File: src/rtl/dmem_bridge.sv
// Data-memory bridge: routes core load/store requests to a synchronous-read TCM,
// a small sim-control MMIO block, or flags them as unmapped.
module dmem_bridge #(
  parameter logic [31:0] TCM_BASE    = 32'h8000_0000,
  parameter logic [31:0] MMIO_BASE   = 32'h9000_0000,
  parameter int unsigned WAIT_CYCLES = 0
) (
  input  logic        clk_i,
  input  logic        rst_i,
  input  logic [31:0] mem_d_addr_i,
  input  logic [31:0] mem_d_data_wr_i,
  input  logic        mem_d_rd_i,
  input  logic [3:0]  mem_d_wr_i,
  output logic        mem_d_accept_o,
  output logic        mem_d_ack_o,
  output logic [31:0] mem_d_data_rd_o,
  output logic [13:0] ram_addr_o,
  output logic [31:0] ram_data_o,
  output logic [3:0]  ram_wr_o,
  input  logic [31:0] ram_data_i,
  output logic        tohost_valid_o,
  output logic [31:0] tohost_data_o,
  output logic        console_valid_o,
  output logic [7:0]  console_char_o,
  output logic        bus_err_o
);

  localparam int unsigned CNT_W = 3;

  typedef enum logic [1:0] {ST_IDLE, ST_WAIT, ST_RESP} state_e;

  state_e           state_q, state_d;
  logic [CNT_W-1:0] cnt_q, cnt_d;
  logic [31:0]      cycle_q;
  logic [31:0]      rd_data_q;
  logic             tcm_rd_pend_q;
  logic [31:0]      tohost_q;
  logic             tohost_valid_q;
  logic [7:0]       console_q;
  logic             console_valid_q;
  logic             bus_err_q;

  logic        is_wr_c, req_c, tcm_hit_c, mmio_hit_c, accept_c, acc_c;
  logic [31:0] rd_val_c;
  logic        unused_c;

  assign is_wr_c    = (mem_d_wr_i != 4'h0);
  assign req_c      = mem_d_rd_i | is_wr_c;
  assign tcm_hit_c  = (mem_d_addr_i[31:16] == TCM_BASE[31:16]);
  assign mmio_hit_c = (mem_d_addr_i[31:4] == MMIO_BASE[31:4]);
  assign accept_c   = ((state_q == ST_IDLE) || (state_q == ST_RESP)) && !rst_i;
  assign acc_c      = accept_c & req_c;
  assign unused_c   = ^mem_d_addr_i[1:0];

  assign mem_d_accept_o  = accept_c;
  assign mem_d_ack_o     = (state_q == ST_RESP);
  // RAM data arrives one cycle after the read is accepted; bypass it straight out
  // in that cycle so zero-wait reads can be acked without an extra stage.
  assign mem_d_data_rd_o = tcm_rd_pend_q ? ram_data_i : rd_data_q;
  assign ram_addr_o      = mem_d_addr_i[15:2];
  assign ram_data_o      = mem_d_data_wr_i;
  assign ram_wr_o        = (acc_c && tcm_hit_c) ? mem_d_wr_i : 4'h0;
  assign tohost_valid_o  = tohost_valid_q;
  assign tohost_data_o   = tohost_q;
  assign console_valid_o = console_valid_q;
  assign console_char_o  = console_q;
  assign bus_err_o       = bus_err_q;

  // Response sequencing: optional wait states between accept and ack.
  always_comb begin
    state_d = state_q;
    cnt_d   = cnt_q;
    case (state_q)
      ST_IDLE, ST_RESP: begin
        state_d = ST_IDLE;
        if (acc_c) begin
          if (WAIT_CYCLES > 0) begin
            state_d = ST_WAIT;
            cnt_d   = CNT_W'(WAIT_CYCLES);
          end else begin
            state_d = ST_RESP;
          end
        end
      end
      ST_WAIT: begin
        cnt_d = cnt_q - CNT_W'(1);
        if (cnt_q == CNT_W'(1)) begin
          state_d = ST_RESP;
        end
      end
      default: state_d = ST_IDLE;
    endcase
  end

  // Read value captured at accept for MMIO; TCM reads are filled in a cycle later.
  always_comb begin
    rd_val_c = 32'h0;
    if (mmio_hit_c && !is_wr_c) begin
      case (mem_d_addr_i[3:2])
        2'd0:    rd_val_c = tohost_q;
        2'd2:    rd_val_c = cycle_q;
        default: rd_val_c = 32'h0;
      endcase
    end
  end

  always_ff @(posedge clk_i) begin
    if (rst_i) begin
      state_q         <= ST_IDLE;
      cnt_q           <= '0;
      cycle_q         <= 32'h0;
      rd_data_q       <= 32'h0;
      tcm_rd_pend_q   <= 1'b0;
      tohost_q        <= 32'h0;
      tohost_valid_q  <= 1'b0;
      console_q       <= 8'h0;
      console_valid_q <= 1'b0;
      bus_err_q       <= 1'b0;
    end else begin
      state_q         <= state_d;
      cnt_q           <= cnt_d;
      cycle_q         <= cycle_q + 32'd1;
      tohost_valid_q  <= 1'b0;
      console_valid_q <= 1'b0;
      tcm_rd_pend_q   <= acc_c && tcm_hit_c && !is_wr_c;
      if (tcm_rd_pend_q) begin
        rd_data_q <= ram_data_i;
      end
      // A new acceptance overrides the previous read's latched data.
      if (acc_c) begin
        rd_data_q <= rd_val_c;
        if (mem_d_rd_i && is_wr_c) begin
          bus_err_q <= 1'b1;
        end
        if (!tcm_hit_c && !mmio_hit_c) begin
          bus_err_q <= 1'b1;
        end
        if (mmio_hit_c && is_wr_c) begin
          case (mem_d_addr_i[3:2])
            2'd0: begin
              tohost_q       <= mem_d_data_wr_i;
              tohost_valid_q <= 1'b1;
            end
            2'd1: begin
              if (mem_d_wr_i[0]) begin
                console_q       <= mem_d_data_wr_i[7:0];
                console_valid_q <= 1'b1;
              end
            end
            default: ;
          endcase
        end
      end
    end
  end

endmodule
File: config.mk
export PLATFORM = sky130hd
export DESIGN_NAME = dmem_bridge
export DESIGN_NICKNAME = d
export VERILOG_FILES = /design/src/rtl/dmem_bridge.sv
export SDC_FILE = /design/constraint.sdc
export NUM_CORES = 1
export LEC_CHECK = 0
export ABC_CLOCK_PERIOD_IN_PS = 2500
export BUFFER_PORTS_ARGS = -buffer_cell sky130_fd_sc_hd__buf_2
export CAP_MARGIN = 20
export CORE_AREA = 4 4 110 112
export CTS_CLUSTER_SIZE = 40
export DETAILED_ROUTE_END_ITERATION = 10
export DIE_AREA = 0 0 114 116
export HOLD_SLACK_MARGIN = 0.15
export MAX_ROUTING_LAYER = met4
export PLACE_DENSITY_LB_ADDON = 0.12
export SLEW_MARGIN = 20
export SYNTH_ARGS = -nofsm -noshare
export SYNTH_HDL_FRONTEND = slang
export SYNTH_SLANG_ARGS = --single-unit
File: constraint.sdc
create_clock -name clk_i -period 2.5 [get_ports clk_i]
set_input_delay 0.125 -clock clk_i [delete_from_list [all_inputs] [get_ports clk_i]]
set_output_delay 0.125 -clock clk_i [all_outputs]
set_load 0.005 [all_outputs]
* Word level (Yosys, flattened, before mapping)
Cells that the tools add are included.
W data, S select, Z words.
** Storage, ports and cells
- Register bits :: 113
- Bits of input ports :: 103
- Output and inout bits :: 127
- Word-level logic and storage cells :: 59
** Cells by class
- Add/subtract/negate cells :: 2
- Equal/unequal tests :: 8
- Mux-type cells :: 12
- Bitwise logic cells :: 5
- Reductions and logical operators :: 22
** Operators by type and width (count)
- $mux W32 :: 3
- $pmux W32 S2 :: 1
- $add A32 B1 Y32 const B :: 1
- $eq A28 B28 Y1 const B :: 1
- $eq A16 B16 Y1 const B :: 1
- $logic_and A1 B1 Y1 :: 7
- $eq A2 B1 Y1 const B :: 2
- $eq A2 B2 Y1 const B :: 2
- $logic_not A1 Y1 :: 4
- $logic_not A2 Y1 :: 2
- $mux W1 :: 4
- $mux W2 :: 2
- $mux W4 :: 1
- $pmux W2 S2 :: 1
- $reduce_and A4 Y1 :: 1
- $reduce_bool A4 Y1 :: 1
- $reduce_or A4 Y1 :: 1
- $eq A3 B1 Y1 const B :: 1
- $not A1 Y1 :: 3
- $reduce_and A3 Y1 :: 1
- $reduce_or A3 Y1 :: 1
- $sub A3 B1 Y3 const B :: 1
- $ne A2 B2 Y1 const B :: 1
- $reduce_and A2 Y1 :: 1
- other kinds (5) :: 5

* Longest topological paths before layout
Gate-level depths: netlist of the first run.
- Word-level depth :: 6
- Mapped depth :: 7
- Gate-level depth less buffers :: 6

* Worst setup path before layout of the first run
Ideal clock, no wire load.
- Path kind :: in2reg
- From :: input mem_d_addr_i[4]
- To :: register tohost_q[23] (netlist: tohost_data_o[23])
- Setup time :: 0.123 ns
- Data arrival time :: 1.806 ns
- Setup slack :: 0.571 ns
- Stages on the path :: 5
- Cells stage by stage :: or4_1 -> or4_1 -> nor4b_4 -> buf_2 -> o21ai_0
** Between the ends
- Longest elaborated chain between the ends :: 3
** RTL lines
- start: declaration :: line 10 : input logic [31:0] mem_d_addr_i,
- $eq A28 B28 Y1 :: line 50 : assign mmio_hit_c = (mem_d_addr_i[31:4] == MMIO_BASE[31:4]);
- $logic_and A1 B1 Y1 :: line 138 : if (mmio_hit_c && is_wr_c) begin
- $reduce_and A3 Y1 (no source line)
- end signal: assignment :: line 141 : tohost_q <= mem_d_data_wr_i;
- end: declaration :: line 37 : logic [31:0] tohost_q;
No other way between the ends.
A chain may end at the register's enable or synchronous reset.

* Worst setup path in the final report of the first run
- From :: register cycle_q[4]
- To :: register cycle_q[29]
** Between the ends
- Longest elaborated chain between the ends :: 1
** RTL lines
- start: declaration :: line 34 : logic [31:0] cycle_q;
- start signal: assignment :: line 122 : cycle_q <= cycle_q + 32'd1;
- $add A32 B1 Y32 :: line 122
No other way between the ends.

==> flow_metrics.env, run 1 <==
export IMPL_cp_max_fo=6
export IMPL_htree_levels=3
export IMPL_fmax_mhz=478
export IMPL_synth_cell_types=34
export IMPL_rr_worst_depth=6
export IMPL_outcome="complete, no violations"
export IMPL_required_ns=2.73
export IMPL_cts_resized=0
export IMPL_drv_cap=0
export IMPL_dieArea_um2=13200
export IMPL_synthAdderAreaFrac_pct=0.237
export IMPL_clk_latency_ns=0.34
export IMPL_grt_setup_unrepaired="no"
export IMPL_maxSlewViolCount=0
export IMPL_multi_input_area_um2=2630
export IMPL_whs_path_depth=4
export IMPL_synth_nets=734
export IMPL_tns_ns=0
export IMPL_worstHoldPathType="in2reg"
export IMPL_ys_flop_type="dfxtp_1"
export IMPL_slew_headroom_pct=57.0
export IMPL_route_met3_wl_mm=1.13
export IMPL_synth_top_cells_by_area="dfxtp_1, nand2_1, mux2_2"
export IMPL_reg2reg_setup_slack_ns=0.41
export IMPL_synth_xor_area_share_pct=4.14
export IMPL_wl_per_cell_um=15.7
export IMPL_num_vias=5067
export IMPL_ys_warn_count=0
export IMPL_vias_per_cell=5.06
export IMPL_hold_viol_final=0
export IMPL_cts_path_max_buffers=2
export IMPL_seq_area_um2=2180
export IMPL_core_area_um2=11200
export IMPL_die_w_um=114
export IMPL_grt_max_degree=65
export IMPL_top_layer_used="met4"
export IMPL_placement_io_buffers=227
export IMPL_grt_util_all_layers_pct=24.2
export IMPL_wl_mm=15.7
export IMPL_cts_buffers=9
export IMPL_synth_mux_area_share_pct=14.8
export IMPL_placedCellCount=935
export IMPL_period_minus_slack_ns=2.09
export IMPL_grt_overflow=0
export IMPL_syn2layout_area_growth_pct=33.8
export IMPL_drt_initial_drc_count=242
export IMPL_period_share_pct=83.8
export IMPL_setup_viol=0
export IMPL_grt_antenna_before_repair=1
export IMPL_finClkSkew_ns=0.00927
export IMPL_synth_most_common_cell="nand2_1"
export IMPL_worst_slew_pin_slew_ns=0.645
export IMPL_peakVddDrop_mv=0.360
export IMPL_grt_pass1_vias=4896
export IMPL_netlist_area_um2=5290
export IMPL_drtAntennaViolNets=0
export IMPL_start_util_pct=47.1
export IMPL_stdcell_count=1002
export IMPL_synth_top_area_share_pct=41.3
export IMPL_synth_top_family_by_area="simple AND/OR/NAND/NOR gates"
export IMPL_p_per_area_nw_per_um2=504
export IMPL_synth_compound_area_share_pct=7.00
export IMPL_synth_edff_count=0
export IMPL_path_class="reg2reg"
export IMPL_placementRows=39
export IMPL_avgSynthCellArea_um2=8.39
export IMPL_p_total_mw=3.57
export IMPL_netlist_instances=630
export IMPL_worstPathArrival_ns=2.33
export IMPL_pin_count=230
export IMPL_clkSinkCount=109
export IMPL_hpwl_mm=11.6
export IMPL_layout_drive_gt1_share_pct=35.3
export IMPL_crit_path_end_kind="register"
export IMPL_drcViolationCount=0
export IMPL_wl_met1_mm=6.74
export IMPL_die_h_um=116
export IMPL_wl_met2_mm=7.51
export IMPL_ys_async_sr_fraction_pct=0
export IMPL_dr_pass1_iters=4
export IMPL_synth_top_area_cell="dfxtp_1"
export IMPL_fill_cells=977
export IMPL_synth_simple_area_share_pct=23.4
export IMPL_crit_path_start_kind="register"
export IMPL_cts_tree="yes"
export IMPL_ys_seq_area_share_pct=41.3
export IMPL_utilization_pct=63.0
export IMPL_gp_congestion=0.852
export IMPL_synth_common_cells="nand2_1, dfxtp_1, nor2_1"
export IMPL_ys_ff_latch=109
export IMPL_nets=957
export IMPL_p_leak_nw=3.17
export IMPL_path_clk_slew_ns=0.07
export IMPL_grt_pass1_wl_mm=24.5
export IMPL_clock_root_buffer="clkbuf_16"
## cell type report
type,instances,share of cell area [%]
multi-input cells,440,37.1
inverters,2,0.106
well taps,143,2.53
diodes,1,0.0354
clock inverters,6,1.22
clock buffers,10,3.38
repair buffers,291,24.8
flip-flops and latches,109,30.8
## path summary, 6_finish.rpt
| path | end | startpoint |
|---|---|---|
| worst max-delay path | cycle_q[29]$_SDFF_PP0_ | cycle_q[4]$_SDFF_PP0_ |
| worst min-delay path | rd_data_q[25]$_SDFF_PP0_ | ram_data_i[25] |
| worst max register to register | cycle_q[29]$_SDFF_PP0_ | cycle_q[4]$_SDFF_PP0_ |
| worst min register to register | bus_err_o$_SDFFE_PP0P_ | bus_err_o$_SDFFE_PP0P_ |
## repair_timing
item / CTS / global route
buffers inserted: 0 / 0
endpoints found under the hold margin: 58 / 0
hold buffers: 50 / 0
## power breakdown
part           internal (mW)  switching (mW)  total [mW]  leakage, nW
sequential              1.74         0.00566        1.75        0.879
combinational          0.160           0.129       0.289         2.13
clock                  0.904           0.628        1.53        0.158
total                   2.80           0.762        3.57         3.17
## stage by stage
stage	hold slack (ns)	setup slack (ns)	cell area, um^2
floorplan	0.204	0.571	5290
global placement	0.330	0.375	6250
detailed placement	0.339	0.335	6250
CTS	0.174	0.444	7070
global route	0.205	0.285	7080
finish	0.177	0.406	7080
## sequential cells by signal, indices dropped and copies added (netlist names)
name             flops
console_valid_o      1
tohost_data_o       32
tohost_valid_o       1
tcm_rd_pend_q        1
rd_data_q           32
cycle_q             32
console_char_o       8
bus_err_o            1
state_q              1
## per-layer routing
metal  GRT usage [%]  up-vias
li1                -     2535
met1            30.8     2314
met2            39.3      191
met3            4.23       27
met4            7.52        0
met5               -        -
## cell families (layout without fill, tap and decap cells)
logic type	Yosys count	in the layout
adder cells (fa/ha/maj)	1	1
flip-flops	109	109
AO/OA/AOI/OAI	72	72
multiplexers	73	73
AND/OR/NAND/NOR	269	269
XOR/XNOR	25	25
buffers and inverters	81	309
other	0	1
## worst max-delay path: stages, from the launching register on
cell,delay [ns]
dfxtp_1,0.46
nand4_1,0.28
nor4_1,0.38
buf_4,0.20
nand2_1,0.08
nor3_1,0.21
mux2_2,0.36
## cell usage in the layout, fill, tap and decap left out, drive strengths merged, types with 3 or more instances in the layout
| master | count |
|---|---|
| buf | 241 |
| nand2 | 129 |
| dfxtp | 109 |
| nor2 | 53 |
| dlygate4sd3 | 50 |
| o21ai | 50 |
| mux2 | 41 |
| mux2i | 32 |
| a21oi | 18 |
| xor2 | 17 |
| nand4 | 15 |
| nand3 | 14 |
| nor4 | 12 |
| nor3 | 12 |
| nor2b | 10 |
| clkbuf | 10 |
| xnor2 | 8 |
| and2 | 6 |
| and3 | 6 |
| or4 | 4 |
| nor4b | 4 |
| or3 | 3 |
| clkinv | 3 |
Note: power is estimated with default switching activity, not from simulation.
==> run 2, diff against run 1 <==
--- a/config.mk
+++ b/config.mk
@@ -5,13 +5,13 @@
 export SDC_FILE = /design/constraint.sdc
 export NUM_CORES = 1
 export LEC_CHECK = 0
-export ABC_CLOCK_PERIOD_IN_PS = 2500
+export ABC_CLOCK_PERIOD_IN_PS = 1700
 export BUFFER_PORTS_ARGS = -buffer_cell sky130_fd_sc_hd__buf_2
 export CAP_MARGIN = 20
-export CORE_AREA = 4 4 110 112
+export CORE_AREA = 4 4 116 118
 export CTS_CLUSTER_SIZE = 40
 export DETAILED_ROUTE_END_ITERATION = 10
-export DIE_AREA = 0 0 114 116
+export DIE_AREA = 0 0 120 122
 export HOLD_SLACK_MARGIN = 0.15
 export MAX_ROUTING_LAYER = met4
 export PLACE_DENSITY_LB_ADDON = 0.12
==> constraint.sdc (replaced) <==
create_clock -name clk_i -period 1.7 [get_ports clk_i]
set_input_delay 0.085 -clock clk_i [delete_from_list [all_inputs] [get_ports clk_i]]
set_output_delay 0.085 -clock clk_i [all_outputs]
set_load 0.005 [all_outputs]
==> flow_metrics.env, run 2 (same netlist as run 1, synthesis figures left out) <==
export IMPL_clock_root_buffer="clkbuf_16"
export IMPL_slowest_delay_ns=0.52
export IMPL_final_common_cell="buf_2"
export IMPL_cts_path_max_buffers=2
export IMPL_drtAntennaViolNets=0
export IMPL_top_layer_used="met4"
export IMPL_die_w_um=120
export IMPL_crit_path_start_kind="input pin"
export IMPL_grt_max_degree=65
export IMPL_path_class="in2reg"
export IMPL_core_area_um2=12500
export IMPL_crit_chain="buf_2 -> or4_4 -> or3_4 -> nor2_1 -> and3_1 -> buf_4 -> mux2_2"
export IMPL_gp_congestion=0.861
export IMPL_worstHoldPathType="in2reg"
export IMPL_route_met3_wl_um=992
export IMPL_cp_max_fo=8
export IMPL_required_ns=1.94
export IMPL_period_share_pct=98.1
export IMPL_crit_path_end_kind="register"
export IMPL_worstPathArrival_ns=1.91
export IMPL_placementRows=41
export IMPL_cts_buffers=9
export IMPL_path_clk_slew_ns=0.08
export IMPL_cp_top_family="simple AND/OR/NAND/NOR gates"
export IMPL_nets=1017
export IMPL_drv_cap=0
export IMPL_holdWs_ns=0.152
export IMPL_period_minus_slack_ns=1.67
export IMPL_wl_met2_mm=8.14
export IMPL_final_cell_mix="buf_2, nand2_1, dfxtp_1, dlygate4sd3_1, buf_4"
export IMPL_vias_per_cell=4.86
export IMPL_grt_antenna_before_repair=0
export IMPL_htree_levels=3
export IMPL_clk_latency_ns=0.35
export IMPL_p_total_mw=5.09
export IMPL_hold_viol_final=0
export IMPL_layout_drive_gt1_share_pct=40.6
export IMPL_num_vias=5297
export IMPL_drt_initial_drc_count=241
export IMPL_dr_pass1_iters=5
export IMPL_placement_io_buffers=227
export IMPL_hpwl_mm=12.4
export IMPL_grt_pass1_vias=5474
export IMPL_worst_slew_pin_slew_ns=0.586
export IMPL_clkSinkCount=109
export IMPL_drcViolationCount=0
export IMPL_maxSlewViolCount=0
export IMPL_fmax_mhz=600
export IMPL_wl_per_cell_um=15.5
export IMPL_peakVddDrop_mv=0.447
export IMPL_crit_buf_inv=2
export IMPL_wl_mm=16.9
export IMPL_grt_util_all_layers_pct=23.0
export IMPL_grt_setup_unrepaired="yes"
export IMPL_cts_tree="yes"
export IMPL_start_util_pct=42.4
export IMPL_setup_viol=0
export IMPL_slew_headroom_pct=60.9
export IMPL_antenna_cells=0
export IMPL_slowest_stage="or4_4"
export IMPL_dieArea_um2=14600
export IMPL_finClkSkew_ns=0.0124
export IMPL_grt_pass1_wl_mm=26.0
export IMPL_outcome="complete, no violations"
export IMPL_wl_met1_mm=7.34
export IMPL_p_per_area_nw_per_um2=658
export IMPL_pin_count=230
export IMPL_syn2layout_area_growth_pct=46.2
export IMPL_grt_overflow=0
export IMPL_die_h_um=122
export IMPL_p_leak_nw=3.52
## run 2: cell types whose count changed in the layout (fill, tap and decap cells not counted), sizes merged
cell | before | now
inv | 2 | 5
clkinv | 3 | 2
dlygate4sd3 | 50 | 63
buf | 241 | 287
diode | 1 | 0
clkinvlp | 1 | 2
bufinv | 2 | 0
## run 2: repair_timing
| action | in CTS | in global routing |
|---|---|---|
| setup buffers | 0 | 6 |
| pin swaps | 1 | 9 |
| gates cloned | 0 | 1 |
| endpoints found under the hold margin | 70 | 0 |
| hold buffers | 63 | 0 |
| setup endpoints to repair | 1 | 28 |
| gates resized for setup | 0 | 19 |
## run 2: area by class of cell
cell class	instances	area [um^2]
fill	1096	4730
multi-input combinational	440	2730
timing repair buffer	351	2290
sequential	109	2190
clock buffer	9	225
tap	172	215
clock inverter	7	66.3
inverter	2	7.51
## run 2: final timing paths
kind | depth (start not counted) | from | end | slack [ns]
min | 4 | ram_data_i[23] | rd_data_q[23]$_SDFF_PP0_ | 0.15
min reg2reg | 1 | bus_err_o$_SDFFE_PP0P_ | bus_err_o$_SDFFE_PP0P_ | 0.47
max | 7 | mem_d_addr_i[4] | console_char_o[5]$_SDFFE_PP0P_ | 0.03
max reg2reg | 7 | cycle_q[1]$_SDFF_PP0_ | cycle_q[26]$_SDFF_PP0_ | 0.06
## run 2: report_power, final
part | switching, mW | leakage, nW | internal (mW)
logic | 0.207 | 2.50 | 0.274
registers | 0.00702 | 0.883 | 2.56
clock network | 1.01 | 0.138 | 1.03
## run 2: routing by layer
layer / vias to the layer above / global-route usage [%]
li1: 2664 / -
met4: 0 / 9.38
met1: 2381 / 27.7
met2: 216 / 39.2
met3: 36 / 2.88
met5: - / -
## run 2: metrics by stage
| step | instance area, um^2 | std cells | TNS [ns] | setup slack [ns] | utilization [%] |
|---|---|---|---|---|---|
| 5_1_grt | 7730 | 1090 | -0.224 | -0.0686 | 62.0 |
| 3_5_place_dp | 6660 | 1004 | -17.55 | -0.353 | 53.4 |
| 2_1_floorplan | 5340 | 630 | -5.41 | -0.148 | - |
| 4_1_cts | 7580 | 1083 | 0 | 0.0252 | 60.8 |
| 3_3_place_gp | 6660 | 1004 | -16.37 | -0.307 | 53.4 |
| 6_report | 7730 | 1090 | 0 | 0.0326 | 62.0 |
## run 2: tightest hold or removal path, stage by stage
cell	delay, ns
buf_2	0.08
mux2_2	0.15
nand2_1	0.05
a21oi_1	0.10
